===== src/rtl/imem_loader_if.sv =====
// imem_loader_if: byte-stream handshake and instruction-memory write bus
// for imem_loader.
//   Control   : start, base_addr, word_count, abort       (master -> slave)
//   Stream    : byte_valid, byte_data -> ; <- byte_ready
//   Mem write : mem_we, mem_addr, mem_wdata               (slave -> master)
//   Status    : word_out, word_valid, busy, done, wrap_err (slave -> master)
//   Optional  : checksum when IMEM_LOADER_CHECKSUM_EN is defined
interface imem_loader_if #(
    parameter int ADDR_W = 7,
    parameter int CNT_W  = 6
);
    logic              start;
    logic [ADDR_W-1:0] base_addr;
    logic [CNT_W-1:0]  word_count;
    logic              abort;
    logic              byte_valid;
    logic [7:0]        byte_data;
    logic              byte_ready;
    logic              mem_we;
    logic [ADDR_W-1:0] mem_addr;
    logic [7:0]        mem_wdata;
    logic [31:0]       word_out;
    logic              word_valid;
    logic              busy;
    logic              done;
    logic              wrap_err;
`ifdef IMEM_LOADER_CHECKSUM_EN
    logic [31:0]       checksum;
`endif

    modport slave (
        input  start, base_addr, word_count, abort, byte_valid, byte_data,
        output byte_ready, mem_we, mem_addr, mem_wdata, word_out, word_valid,
               busy, done, wrap_err
`ifdef IMEM_LOADER_CHECKSUM_EN
        , output checksum
`endif
    );

    modport master (
        output start, base_addr, word_count, abort, byte_valid, byte_data,
        input  byte_ready, mem_we, mem_addr, mem_wdata, word_out, word_valid,
               busy, done, wrap_err
`ifdef IMEM_LOADER_CHECKSUM_EN
        , input checksum
`endif
    );
endinterface


===== src/rtl/imem_loader.sv =====
// imem_loader: writes a big-endian byte stream into byte-wide instruction
// memory starting at a word-aligned base, holding the fetch stage (busy)
// while loading and reporting each assembled 32-bit word.
// Ports:
//   clk    - system clock, rising edge
//   rst_n  - asynchronous active-low reset
//   bus    - imem_loader_if.slave (control, byte stream, memory write, status)
// Optional feature: define IMEM_LOADER_CHECKSUM_EN to add bus.checksum, the
// XOR of all words assembled since the last accepted start.
module imem_loader #(
    parameter int MEM_BYTES = 128,
    parameter int ADDR_W    = 7,
    parameter int CNT_W     = 6
) (
    input  logic          clk,
    input  logic          rst_n,
    imem_loader_if.slave  bus
);

    typedef enum logic [1:0] {
        S_IDLE,
        S_LOAD,
        S_DONE
    } state_t;

    localparam logic [ADDR_W-1:0]  ADDR_ONE  = ADDR_W'(1);
    localparam logic [ADDR_W-1:0]  ADDR_MAX  = ADDR_W'(MEM_BYTES - 1);
    localparam logic [ADDR_W-1:0]  ALIGN_MSK = ~ADDR_W'(3);
    localparam logic [CNT_W+1:0]   CNT_ONE   = (CNT_W+2)'(1);

    state_t            r_state;
    state_t            w_next;
    logic [ADDR_W-1:0] r_addr;
    logic [CNT_W+1:0]  r_cnt;
    logic [CNT_W+1:0]  r_total;
    logic              r_we;
    logic [ADDR_W-1:0] r_waddr;
    logic [7:0]        r_wdata;
    logic [23:0]       r_asm;
    logic [31:0]       r_word;
    logic              r_word_valid;
    logic              r_wrap_err;
`ifdef IMEM_LOADER_CHECKSUM_EN
    logic [31:0]       r_checksum;
`endif

    logic              w_start_ok;
    logic              w_ready;
    logic              w_accept;
    logic              w_last;
    logic [CNT_W+1:0]  w_cnt_nxt;
    logic [31:0]       w_full_word;

    assign w_cnt_nxt   = r_cnt + CNT_ONE;
    assign w_full_word = {r_asm, bus.byte_data};

    always_ff @(posedge clk or negedge rst_n) begin
        if (!rst_n) begin
            r_state <= S_IDLE;
        end else begin
            r_state <= w_next;
        end
    end

    // abort withdraws byte_ready so a byte offered alongside it is never taken
    always_comb begin
        w_next     = r_state;
        w_start_ok = 1'b0;
        w_ready    = 1'b0;
        w_accept   = 1'b0;
        w_last     = 1'b0;
        case (r_state)
            S_IDLE: begin
                if (bus.start && (bus.word_count != '0)) begin
                    w_start_ok = 1'b1;
                    w_next     = S_LOAD;
                end
            end
            S_LOAD: begin
                w_ready  = !bus.abort;
                w_accept = bus.byte_valid && w_ready;
                w_last   = w_accept && (w_cnt_nxt == r_total);
                if (bus.abort) begin
                    w_next = S_IDLE;
                end else if (w_last) begin
                    w_next = S_DONE;
                end
            end
            S_DONE: begin
                w_next = S_IDLE;
            end
            default: begin
                w_next = S_IDLE;
            end
        endcase
    end

    always_ff @(posedge clk or negedge rst_n) begin
        if (!rst_n) begin
            r_addr       <= '0;
            r_cnt        <= '0;
            r_total      <= '0;
            r_we         <= 1'b0;
            r_waddr      <= '0;
            r_wdata      <= '0;
            r_asm        <= '0;
            r_word       <= '0;
            r_word_valid <= 1'b0;
            r_wrap_err   <= 1'b0;
`ifdef IMEM_LOADER_CHECKSUM_EN
            r_checksum   <= '0;
`endif
        end else begin
            r_we         <= w_accept;
            r_word_valid <= 1'b0;
            if (w_start_ok) begin
                r_addr     <= bus.base_addr & ALIGN_MSK;
                r_total    <= {bus.word_count, 2'b00};
                r_cnt      <= '0;
                r_wrap_err <= 1'b0;
`ifdef IMEM_LOADER_CHECKSUM_EN
                r_checksum <= '0;
`endif
            end
            if (w_accept) begin
                r_waddr <= r_addr;
                r_wdata <= bus.byte_data;
                r_addr  <= r_addr + ADDR_ONE;
                r_cnt   <= w_cnt_nxt;
                // the next byte would land at address 0
                if ((r_addr == ADDR_MAX) && !w_last) begin
                    r_wrap_err <= 1'b1;
                end
                case (r_cnt[1:0])
                    2'd0: r_asm[23:16] <= bus.byte_data;
                    2'd1: r_asm[15:8]  <= bus.byte_data;
                    2'd2: r_asm[7:0]   <= bus.byte_data;
                    default: begin
                        r_word       <= w_full_word;
                        r_word_valid <= 1'b1;
`ifdef IMEM_LOADER_CHECKSUM_EN
                        r_checksum   <= r_checksum ^ w_full_word;
`endif
                    end
                endcase
            end
        end
    end

    assign bus.byte_ready = w_ready;
    assign bus.mem_we     = r_we;
    assign bus.mem_addr   = r_waddr;
    assign bus.mem_wdata  = r_wdata;
    assign bus.word_out   = r_word;
    assign bus.word_valid = r_word_valid;
    assign bus.busy       = (r_state != S_IDLE);
    assign bus.done       = (r_state == S_DONE);
    assign bus.wrap_err   = r_wrap_err;
`ifdef IMEM_LOADER_CHECKSUM_EN
    assign bus.checksum   = r_checksum;
`endif

endmodule


===== src/flat_wrapper.sv =====
// flat-port wrapper written by rule: the top's interface ports become plain ports
module imem_loader_flat 
#(
    parameter int MEM_BYTES = 128,
    parameter int ADDR_W    = 7,
    parameter int CNT_W     = 6
)
  (clk, rst_n, bus_start, bus_base_addr, bus_word_count, bus_abort, bus_byte_valid, bus_byte_data, bus_byte_ready, bus_mem_we, bus_mem_addr, bus_mem_wdata, bus_word_out, bus_word_valid, bus_busy, bus_done, bus_wrap_err);
  imem_loader_if #(.ADDR_W(ADDR_W), .CNT_W(CNT_W)) bus_i ();
  input  logic clk;
  input  logic rst_n;
  input wire logic [$bits(bus_i.start)-1:0] bus_start;
  input wire logic [$bits(bus_i.base_addr)-1:0] bus_base_addr;
  input wire logic [$bits(bus_i.word_count)-1:0] bus_word_count;
  input wire logic [$bits(bus_i.abort)-1:0] bus_abort;
  input wire logic [$bits(bus_i.byte_valid)-1:0] bus_byte_valid;
  input wire logic [$bits(bus_i.byte_data)-1:0] bus_byte_data;
  output wire logic [$bits(bus_i.byte_ready)-1:0] bus_byte_ready;
  output wire logic [$bits(bus_i.mem_we)-1:0] bus_mem_we;
  output wire logic [$bits(bus_i.mem_addr)-1:0] bus_mem_addr;
  output wire logic [$bits(bus_i.mem_wdata)-1:0] bus_mem_wdata;
  output wire logic [$bits(bus_i.word_out)-1:0] bus_word_out;
  output wire logic [$bits(bus_i.word_valid)-1:0] bus_word_valid;
  output wire logic [$bits(bus_i.busy)-1:0] bus_busy;
  output wire logic [$bits(bus_i.done)-1:0] bus_done;
  output wire logic [$bits(bus_i.wrap_err)-1:0] bus_wrap_err;
  assign bus_i.start = bus_start;
  assign bus_i.base_addr = bus_base_addr;
  assign bus_i.word_count = bus_word_count;
  assign bus_i.abort = bus_abort;
  assign bus_i.byte_valid = bus_byte_valid;
  assign bus_i.byte_data = bus_byte_data;
  assign bus_byte_ready = bus_i.byte_ready;
  assign bus_mem_we = bus_i.mem_we;
  assign bus_mem_addr = bus_i.mem_addr;
  assign bus_mem_wdata = bus_i.mem_wdata;
  assign bus_word_out = bus_i.word_out;
  assign bus_word_valid = bus_i.word_valid;
  assign bus_busy = bus_i.busy;
  assign bus_done = bus_i.done;
  assign bus_wrap_err = bus_i.wrap_err;
  imem_loader #(.MEM_BYTES(MEM_BYTES), .ADDR_W(ADDR_W), .CNT_W(CNT_W)) u_core (.clk(clk), .rst_n(rst_n), .bus(bus_i));
endmodule

===== config.mk =====
export PLATFORM = sky130hd
export DESIGN_NAME = imem_loader_flat
export DESIGN_NICKNAME = d
export VERILOG_FILES = /design/src/rtl/imem_loader_if.sv /design/src/rtl/imem_loader.sv /design/src/flat_wrapper.sv
export SDC_FILE = /design/constraint.sdc
export NUM_CORES = 1
export LEC_CHECK = 0
export ABC_CLOCK_PERIOD_IN_PS = 1600
export BUFFER_PORTS_ARGS = -buffer_cell sky130_fd_sc_hd__buf_2
export CELL_PAD_IN_SITES_DETAIL_PLACEMENT = 2
export CELL_PAD_IN_SITES_GLOBAL_PLACEMENT = 2
export CORE_ASPECT_RATIO = 0.75
export CORE_MARGIN = 2
export CORE_UTILIZATION = 32
export DETAILED_ROUTE_END_ITERATION = 8
export GPL_TIMING_DRIVEN = 0
export PLACE_DENSITY = 0.84
export SLEW_MARGIN = 20
export SYNTH_ARGS = -nofsm -noshare
export SYNTH_HDL_FRONTEND = slang
export SYNTH_SLANG_ARGS = --single-unit
export TNS_END_PERCENT = 10

===== constraint.sdc =====
create_clock -name clk -period 1.6 [get_ports clk]
set_input_delay 0.16 -clock clk [delete_from_list [all_inputs] [get_ports clk]]
set_output_delay 0.16 -clock clk [all_outputs]
set_load 0.03 [all_outputs]

# Yosys cells after proc, flatten, opt, wreduce, memory -nomap -nowiden
# Index checks and enable logic that the tools add are counted.
totals:
  regBits: 97
  word_cells: 59
op_classes:
  n_addsub: 2
  n_eq_ne: 8
  muxes: 18
  bitwise_logic: 1
  reduce_logical: 17
ops:
  columns: ["op", "count"]
  rows:
  - ["$mux 8", 2]
  - ["$mux 7", 2]
  - ["$mux 1", 10]
  - ["$reduce_and 2->1", 5]
  - ["$add 8x1->8 const B", 1]
  - ["$eq 8x8->1", 1]
  - ["$add 7x1->7 const B", 1]
  - ["$eq 7x7->1 const B", 1]
  - ["$mux 2", 3]
  - ["$reduce_bool 6->1", 1]
  - ["$eq 2x1->1 const B", 2]
  - ["$eq 2x2->1 const B", 2]
  - ["$logic_and 1x1->1", 4]
  - ["$logic_not 2->1", 2]
  - ["$pmux 2 s2", 1]
  - ["$reduce_bool 2->1", 2]
  - ["$ne 3x2->1 const B", 1]
  - ["$reduce_or 3->1", 1]
  - ["$logic_not 1->1", 2]
  - ["$ne 2x1->1 const B", 1]
  - ["$not 1->1", 1]

# Depth between registers and ports, before layout
# Gate-level depths: netlist of run 1.
logic_depth:
  word_depth: 8
  depth_mapped: 7

# Worst setup path before layout of run 1
# No wires, ideal clock.
synth_timing:
  path_type: "register to register"
  from: "register u_core.r_state[1]"
  to: "register u_core.r_word[2], in the netlist u_core.bus.word_out[2]"
  t_arrival_ps: 1923
  t_required_ps: 1475
  path_slack_ps: -448
  path_stages_with_launch: 6
  path_buffers: 1
  period_less_slack_ps: 2048
  cell_sequence: "dfrtp_1 -> nor3b_2 -> inv_1 -> nor2_1 -> buf_2 -> mux2_2"
synth_via:
  elab_chain_cells: 3
synth_lines:
  columns: ["item", "line_no", "text"]
  rows:
  - ["start, declared", "imem_loader.sv:31", "state_t r_state;"]
  - ["start signal, assigned", "imem_loader.sv:61", "r_state <= w_next;"]
  - ["$eq 2x1->1", "imem_loader.sv:72", "case (r_state)"]
  - ["$mux 1", "imem_loader.sv:72", null]
  - ["$reduce_and 2->1 (no line)", null, null]
  - ["end signal, assigned", "imem_loader.sv:139", "r_word <= w_full_word;"]
  - ["end, declared", "imem_loader.sv:40", "logic [31:0] r_word;"]
# Every way passes these cells.
# A chain may end at the register's enable or synchronous reset.

# Worst setup path in the final report of run 1
layout_timing:
  from: "register u_core.r_cnt[1]"
  to: "register u_core.r_state[1]"
layout_via:
  elab_chain_cells: 5
layout_lines:
  columns: ["item", "line_no", "text"]
  rows:
  - ["start, declared", "imem_loader.sv:34", "logic [CNT_W+1:0] r_cnt;"]
  - ["start signal, assigned", "imem_loader.sv:129", "r_cnt <= w_cnt_nxt;"]
  - ["$add 8x1->8", "imem_loader.sv:54", "assign w_cnt_nxt = r_cnt + CNT_ONE;"]
  - ["$eq 8x8->1", "imem_loader.sv:82", "w_last = w_accept && (w_cnt_nxt == r_total);"]
  - ["$logic_and 1x1->1", "imem_loader.sv:82", null]
  - ["$ne 3x2->1 (no line)", null, null]
  - ["$reduce_and 2->1 (no line)", null, null]
# Every way passes these cells.

==> results of run 1 <==
[Yosys cell counts (all sizes together) (3+ instances only)]
library cell	instances
buf	7
xnor2	9
dfrtp	97
nor2	15
nand3	5
clkbuf	3
o21ai	17
mux2	56
a21oi	5
ha	6
xor2	3
inv	6
nand2	83
o31ai	3
[kinds of logic (layout without fill, tap and decap cells)]
logic type / Yosys count / count (layout)
fa+ha+maj: 6 / 6
mux: 56 / 56
simple gates: 114 / 114
flops: 97 / 97
buf+inv: 16 / 129
xor+xnor: 12 / 12
compound gates: 32 / 32
[registers in the layout, indices dropped and copies added, names as in the netlist]
name / cells
u_core.bus.word_out: 32
u_core.r_asm: 24
u_core.bus.mem_wdata: 8
u_core.r_cnt: 8
u_core.bus.mem_addr: 7
u_core.r_addr: 7
u_core.r_total: 6
u_core.r_state: 2
u_core.bus.mem_we: 1
u_core.bus.word_valid: 1
u_core.bus.wrap_err: 1
[metal layers]
| metal | track usage (%) | wire length (µm) | part of all wire (%) | vias up |
|---|---|---|---|---|
| met4 | 4.17 | 57 | 0.44 | 0 |
| li1 | - | - | - | 1343 |
| met2 | 31.1 | 6640 | 52 | 49 |
| met1 | 22.5 | 5680 | 44 | 1529 |
| met3 | 4.45 | 446 | 3.5 | 6 |
| met5 | 0 | 0 | 0 | - |
[critical path, cell delays in order (launching register included)]
cell and delay (ns):
sky130_fd_sc_hd__dfrtp_2 0.45, sky130_fd_sc_hd__ha_4 0.19, sky130_fd_sc_hd__xor2_2 0.15, sky130_fd_sc_hd__xnor2_1 0.21, sky130_fd_sc_hd__nand4_1 0.20, sky130_fd_sc_hd__nor4_4 0.24
sky130_fd_sc_hd__and2_1 0.19
[metrics by stage]
step           area (µm²)  utilization, %  instances  power, mW  TNS (ns)
4_1_cts              5200            42.4        603       7.30     -4.03
3_3_place_gp         4680            38.2        575       4.95    -77.10
2_1_floorplan        4100               -        333       4.47     -7.90
5_1_grt              5570            45.4        612       7.81     -5.27
3_5_place_dp         4720            38.5        576       5.10    -19.28
6_report             5570            45.4        612       7.43     -2.75
[cell type report]
type | count | area (µm²) | area share (%)
well taps | 166 | 208 | 3.73
plain buffers | 10 | 134 | 2.40
repair buffers | 97 | 658 | 11.8
clock buffers | 11 | 243 | 4.36
inverters | 6 | 27.5 | 0.494
clock inverters | 5 | 36.3 | 0.652
multi-input cells | 220 | 1830 | 32.9
flip-flops and latches | 97 | 2430 | 43.6
[worst paths after layout]
path,endpoint,startpoint,depth (start not counted)
max,u_core.r_state[1],u_core.r_cnt[1],6
min,u_core.r_total[4],bus_word_count[2],3
max reg2reg,u_core.r_state[1],u_core.r_cnt[1],6
min reg2reg,u_core.bus.mem_addr[1],u_core.bus.mem_addr[1],2
max in group asynchronous,u_core.r_asm[2],rst_n,3
min in group asynchronous,u_core.r_total[5],rst_n,2
[power groups by stage]
| stage | Combinational [mW] | Sequential [mW] | Clock [mW] |
|---|---|---|---|
| detailed placement | 1.68 | 3.42 | 0 |
| finish | 1.93 | 3.43 | 2.07 |
| CTS | 1.81 | 3.38 | 2.11 |
| global placement | 1.58 | 3.37 | 0 |
| floorplan | 0.731 | 3.74 | 0 |
| global route | 2.08 | 3.51 | 2.21 |
[repair_timing]
item / in CTS / in global routing
pin swaps: 8 / 10
setup endpoints to repair: 86 / 90
cloned: 0 / 3
buffers inserted: 10 / 6
hold buffers: 1 / 0
gates resized for setup: 35 / 60
hold endpoints to repair: 46 / 0
==> run summary, run 1 <==
==================================================================================
Cell internal power dissipation                                            4.94 mW
Clock buffer count from CTS                                                      9
Leftover overflow at the end of global routing                                   0
Combinational family with the most area after synthesis               multiplexers
Number of design rule violations left after detail routing                       0
Share of the synthesized area in the top cell type                           60.3%
Via total after detailed routing                                             2,927
Final Hold Slack                                                         0.0408 ns
Async set-reset flop share out of synthesis                                   100%
Number of distinct library cells after synthesis                                33
Leakage component of the power                                             2.78 nW
Die Wd                                                                      134 µm
Placeable core region                                                   12,300 µm²
Cell Area, Synth                                                          4030 µm²
Number of nets with antenna violations after routing                             0
Simple-gate area share of the yosys netlist                                  12.2%
Detailed Routing Iterations Pass 1                                               4
GRT Resource Usage Total                                                     17.8%
Die boundary height                                                         101 µm
Mapped Avg Cell Area                                                      12.1 µm²
Most area-hungry cell type in the Yosys netlist                       sky130_fd_sc_hd__dfrtp_1
Worst-case vdd ir drop                                                      601 µV
Synth Area in Compound Gates                                                 5.47%
Antenna cells                                                                    0
Filler instances                                                             1,224
Vias in the first global route                                               3,301
Clock latency on the worst-skew pair                                       0.34 ns
Count of pins on the block boundary                                             79
Num rows                                                                        35
Flop2flop setup slack                                                     -0.09 ns
HPWL after detailed placement                                              7760 µm
Worst-path fanout max                                                            4
Total die area                                                          13,500 µm²
Number of antenna violations at the first check in global routing                0
Vias per std cell                                                             4.78
Sequential area share after synthesis                                        60.3%
Wire length per cell after detailed routing                                21.0 µm
Ys flop type                                                          sky130_fd_sc_hd__dfrtp_1
Signed area change from the synthesized netlist to the final layout          38.4%
Synth Area in Adders                                                         1.87%
Number of synthesized register bits                                             97
Violations in the final reports                                       setup timing
Max-cap violation count                                                          0
Buffers on Ports                                                                76
Initial standard-cell utilization of the core                                32.8%
Pin count of the biggest net entering global routing                            52
Cell types occupying the most area after synthesis                    sky130_fd_sc_hd__dfrtp_1 60%, sky130_fd_sc_hd__mux2_2 16%, sky130_fd_sc_hd__nand2_1 7.6%
Critical path class                                                   flip-flop to flip-flop
Minimum setup slack after placement                                      -0.509 ns
Classification of the worst-slack hold path                           input pin to flip-flop
NetSw                                                                      2.49 mW
Part of the total power dissipated in sequential elements                    46.2%
Layout net count                                                               473
Launching element type of the critical path                              flip-flop
EDFF count, synth                                                                0
Status                                                                finished with violations
Deepest clock path buffer count                                                  2
First-pass GRT wire length                                               18,200 µm
Xor-xnor portion of the synthesized cell area                                2.61%
Share of cells above drive strength 1                                        47.8%
Sort of element at the end of the critical path                          flip-flop
Fin crit period                                                            1.69 ns
RePlAce Congestion                                                           0.755
Clock transition at path regs                                              0.07 ns
Final wirelength                                                         12,800 µm
Required time of the critical path                                         1.88 ns
Worst-case setup margin in the final layout                             -0.0872 ns
Number of warnings reported in the yosys synthesis log                           0
Clock group share of total power                                             27.9%
Clock tree root buffer cell                                           sky130_fd_sc_hd__clkbuf_16
Initial DRC count                                                              114
Final hold violation count                                                       0
Worst slew margin relative to its limit                                      68.3%
Fin crit share                                                                105%
Final Slew Violations                                                            0
Most common library cell in the layout ignoring fill and taps         sky130_fd_sc_hd__dfrtp_1
Clock tree from TritonCTS                                                     done
Relative contribution of combinational cells to total power                  26.0%
Synthesized instance count                                                     333
Total clock sinks                                                               97
Switching share of total power                                               33.5%
Count of final setup violators                                                  52
RSZ-0062 raised after global routing                                           yes
Maximum achievable frequency                                               593 MHz
Data arrival time of the critical path                                     1.97 ns
Power per cell area                                                    1330 nW/µm²
Max H-tree Level                                                                 3
Worst-case clock skew                                                   0.00954 ns
Transition at the pin with the smallest max-transition slack              0.475 ns
Mux share of post-synthesis cell area                                        15.7%
Highest-count cells in the layout ignoring fill and taps              95 x sky130_fd_sc_hd__dfrtp_1, 76 x sky130_fd_sc_hd__nand2_1, 74 x sky130_fd_sc_hd__buf_2
Synthesized net count                                                          365
==================================================================================
(Power assumes the default switching activity.)
==> run 2, diff against run 1 <==
SKIP_LAST_GASP = 1   (was default)
==> run 2 against run 1 <==
Against the previous run:
- the run still ends with setup timing left
- power shrank 1.0%
- sequential power is essentially flat
- routed wire length shrank 2.7%
- via count grew 1.3%
- maximum frequency is essentially flat
- flip-flop and latch count is the same
- register-to-register slack is essentially flat
- worst hold slack lost 0.0057 ns
- global-route usage is essentially flat
- critical endpoint unchanged
==> run summary, run 2 (same netlist as run 1, synthesis figures left out) <==
===================================================================================
Status                                                                 finished with violations
Violations in the final reports                                        setup timing
Sort of element at the end of the critical path                           flip-flop
Most common library cell in the layout ignoring fill and taps          sky130_fd_sc_hd__dfrtp_1
Number of instances in the placed design                                        576   unchanged
Largest register FFs                                                             32   unchanged
Fin crit period                                                             1.69 ns   -0.000870 ns
Transition at the pin with the smallest max-transition slack               0.473 ns   -0.00208 ns
Power per cell area                                                     1340 nW/µm²   +0.34%
Final-layout setup total negative slack                                    -2.58 ns   +0.163 ns
Deepest clock path buffer count                                                   2   unchanged
Post-layout utilization of the core                                           44.8%   -0.61 points
Cell Area, Placed                                                          4720 µm²   unchanged
Count of placed standard cells in the final layout, fillers left out            612   unchanged
Detailed Routing Iterations Pass 1                                                4   unchanged
NetSw                                                                       2.45 mW   -1.7%
Max H-tree Level                                                                  3   unchanged
Vias per std cell                                                              4.85   +1.3%
Worst-case clock skew                                                    0.00823 ns   -0.00130 ns
Buffers on Ports                                                                 76   unchanged
Switching share of total power                                                33.3%   -0.23 points
Worst slew margin relative to its limit                                       68.4%   +0.14 points
Wire length per cell after detailed routing                                 20.4 µm   -2.7%
Worst-case setup margin in the final layout                              -0.0863 ns   +0.000870 ns
Bufs and invs on worst path                                                       0   unchanged
Final instance area                                                        5490 µm²   -1.3%
Total clock sinks                                                                97   unchanged
Final hold violation count                                                        0   unchanged
Required time of the critical path                                          1.89 ns   about the same
Count of pins on the block boundary                                              79   unchanged
Origin of the worst setup path                                         u_core.r_cnt[1]
Highest-count cells in the layout ignoring fill and taps               95 x sky130_fd_sc_hd__dfrtp_1, 77 x sky130_fd_sc_hd__nand2_1, 75 x sky130_fd_sc_hd__buf_2
Clock transition at path regs                                               0.07 ns   about the same
Leakage component of the power                                              2.75 nW   -1.0%
Die Wd                                                                       134 µm   unchanged
Pin count of the biggest net entering global routing                             52   unchanged
Highest cell delay on the worst timing path                                 0.46 ns   about the same
Initial standard-cell utilization of the core                                 32.8%   unchanged
Max-cap violation count                                                           0   unchanged
Vias in the first global route                                                3,319   +0.55%
Final Hold Slack                                                          0.0351 ns   -0.00571 ns
RSZ-0062 raised after global routing                                            yes
Data arrival time of the critical path                                      1.97 ns   about the same
Count of final setup violators                                                   54   +3.8%
Share of cells above drive strength 1                                         47.3%   -0.45 points
Num rows                                                                         35   unchanged
Total die area                                                           13,500 µm²   unchanged
Clock group share of total power                                              28.0%   about the same
Cell internal power dissipation                                             4.91 mW   -0.66%
Worst-path fanout max                                                             4   unchanged
Leftover overflow at the end of global routing                                    0   unchanged
Via total after detailed routing                                              2,966   +1.3%
Clock tree from TritonCTS                                                      done
Die boundary height                                                          101 µm   unchanged
Total power                                                                 7.35 mW   -1.0%
Number of antenna violations at the first check in global routing                 0   unchanged
Number of nets with antenna violations after routing                              0   unchanged
Relative contribution of combinational cells to total power                   25.5%   -0.5 points
First-pass GRT wire length                                                18,200 µm   about the same
Cell at the slowest stage of the critical path                         sky130_fd_sc_hd__dfrtp_2
RePlAce Congestion                                                            0.755   unchanged
Launching element type of the critical path                               flip-flop
Antenna cells                                                                     0   unchanged
Part of the total power dissipated in sequential elements                     46.5%   +0.3 points
Maximum achievable frequency                                                593 MHz   about the same
Final wirelength                                                          12,500 µm   -2.7%
Worst path top cell family by delay                                    simple AND/OR/NAND/NOR gates
Placeable core region                                                    12,300 µm²   unchanged
Worst-case vdd ir drop                                                       512 µV   -15%
Filler instances                                                              1,236   +0.98%
Min-Delay Startpoint                                                   bus_word_count[2]
Clock latency on the worst-skew pair                                        0.35 ns   about the same
Layout net count                                                                473   unchanged
Ordered list of cells on the worst path                                ha_4 -> xor2_2 -> xnor2_1 -> nand4_1 -> nor4_4 -> and2_1
HPWL after detailed placement                                               7760 µm   unchanged
Launching point of the worst reg2reg path                              u_core.r_cnt[1]
Final Slew Violations                                                             0   unchanged
Number of design rule violations left after detail routing                        0   unchanged
Clock buffer count from CTS                                                       9   unchanged
Classification of the worst-slack hold path                            input pin to flip-flop
Signed area change from the synthesized netlist to the final layout           36.5%
Critical path class                                                    flip-flop to flip-flop
Fin crit share                                                                 105%   about the same
Minimum setup slack after placement                                       -0.509 ns   unchanged
Clock tree root buffer cell                                            sky130_fd_sc_hd__clkbuf_16
Initial DRC count                                                                68   -40%
GRT Resource Usage Total                                                      17.8%   +0.027 points
===================================================================================
## run 2: layer usage
layer / GRT usage, % / part of all wire (%) / vias up
li1: - / - / 1344
met3: 4.45 / 3.8 / 16
met5: 0 / 0 / -
met2: 31.4 / 51 / 58
met1: 22.2 / 44 / 1548
met4: 4.26 / 1.6 / 0
## run 2: tightest hold or removal path, delay by kind of cell
kind,cells,cell delay (ns)
buffers and inverters,1,0.09
AND/OR/NAND/NOR,2,0.09
## run 2: cell type report
| type | instances | area [µm²] | area share [%] |
|---|---|---|---|
| clock buffers | 11 | 243 | 4.42 |
| plain buffers | 10 | 141 | 2.57 |
| repair buffers | 97 | 638 | 11.6 |
| well taps | 166 | 208 | 3.78 |
| multi-input cells | 220 | 1770 | 32.2 |
| flip-flops and latches | 97 | 2430 | 44.2 |
| inverters | 6 | 27.5 | 0.501 |
| clock inverters | 5 | 36.3 | 0.660 |
## run 2: repair_timing
action / 4_1_cts / 5_1_grt
setup endpoints to repair: 86 / 90
pin swaps: 8 / 7
hold endpoints to repair: 46 / 0
buffers inserted: 10 / 6
gates cloned: 0 / 3
resized for setup: 23 / 53
hold buffers: 1 / 0
## run 2: power groups by stage
stage | registers, mW | logic, mW | clock network (mW)
after global placement | 3.37 | 1.58 | 0
after floorplan | 3.74 | 0.731 | 0
after global routing | 3.49 | 2.02 | 2.19
after CTS | 3.38 | 1.78 | 2.11
final | 3.42 | 1.88 | 2.06
after detailed placement | 3.42 | 1.68 | 0
## run 2: worst paths after layout
kind,depth (start not counted),to,slack (ns)
setup / recovery,6,u_core.r_state[1],-0.09
hold / removal,3,u_core.r_total[4],0.04
setup reg to reg,6,u_core.r_state[1],-0.09
hold reg to reg,2,u_core.bus.mem_addr[5],0.48
max in group asynchronous,3,u_core.r_cnt[0],0.67
min in group asynchronous,2,u_core.r_total[5],0.31
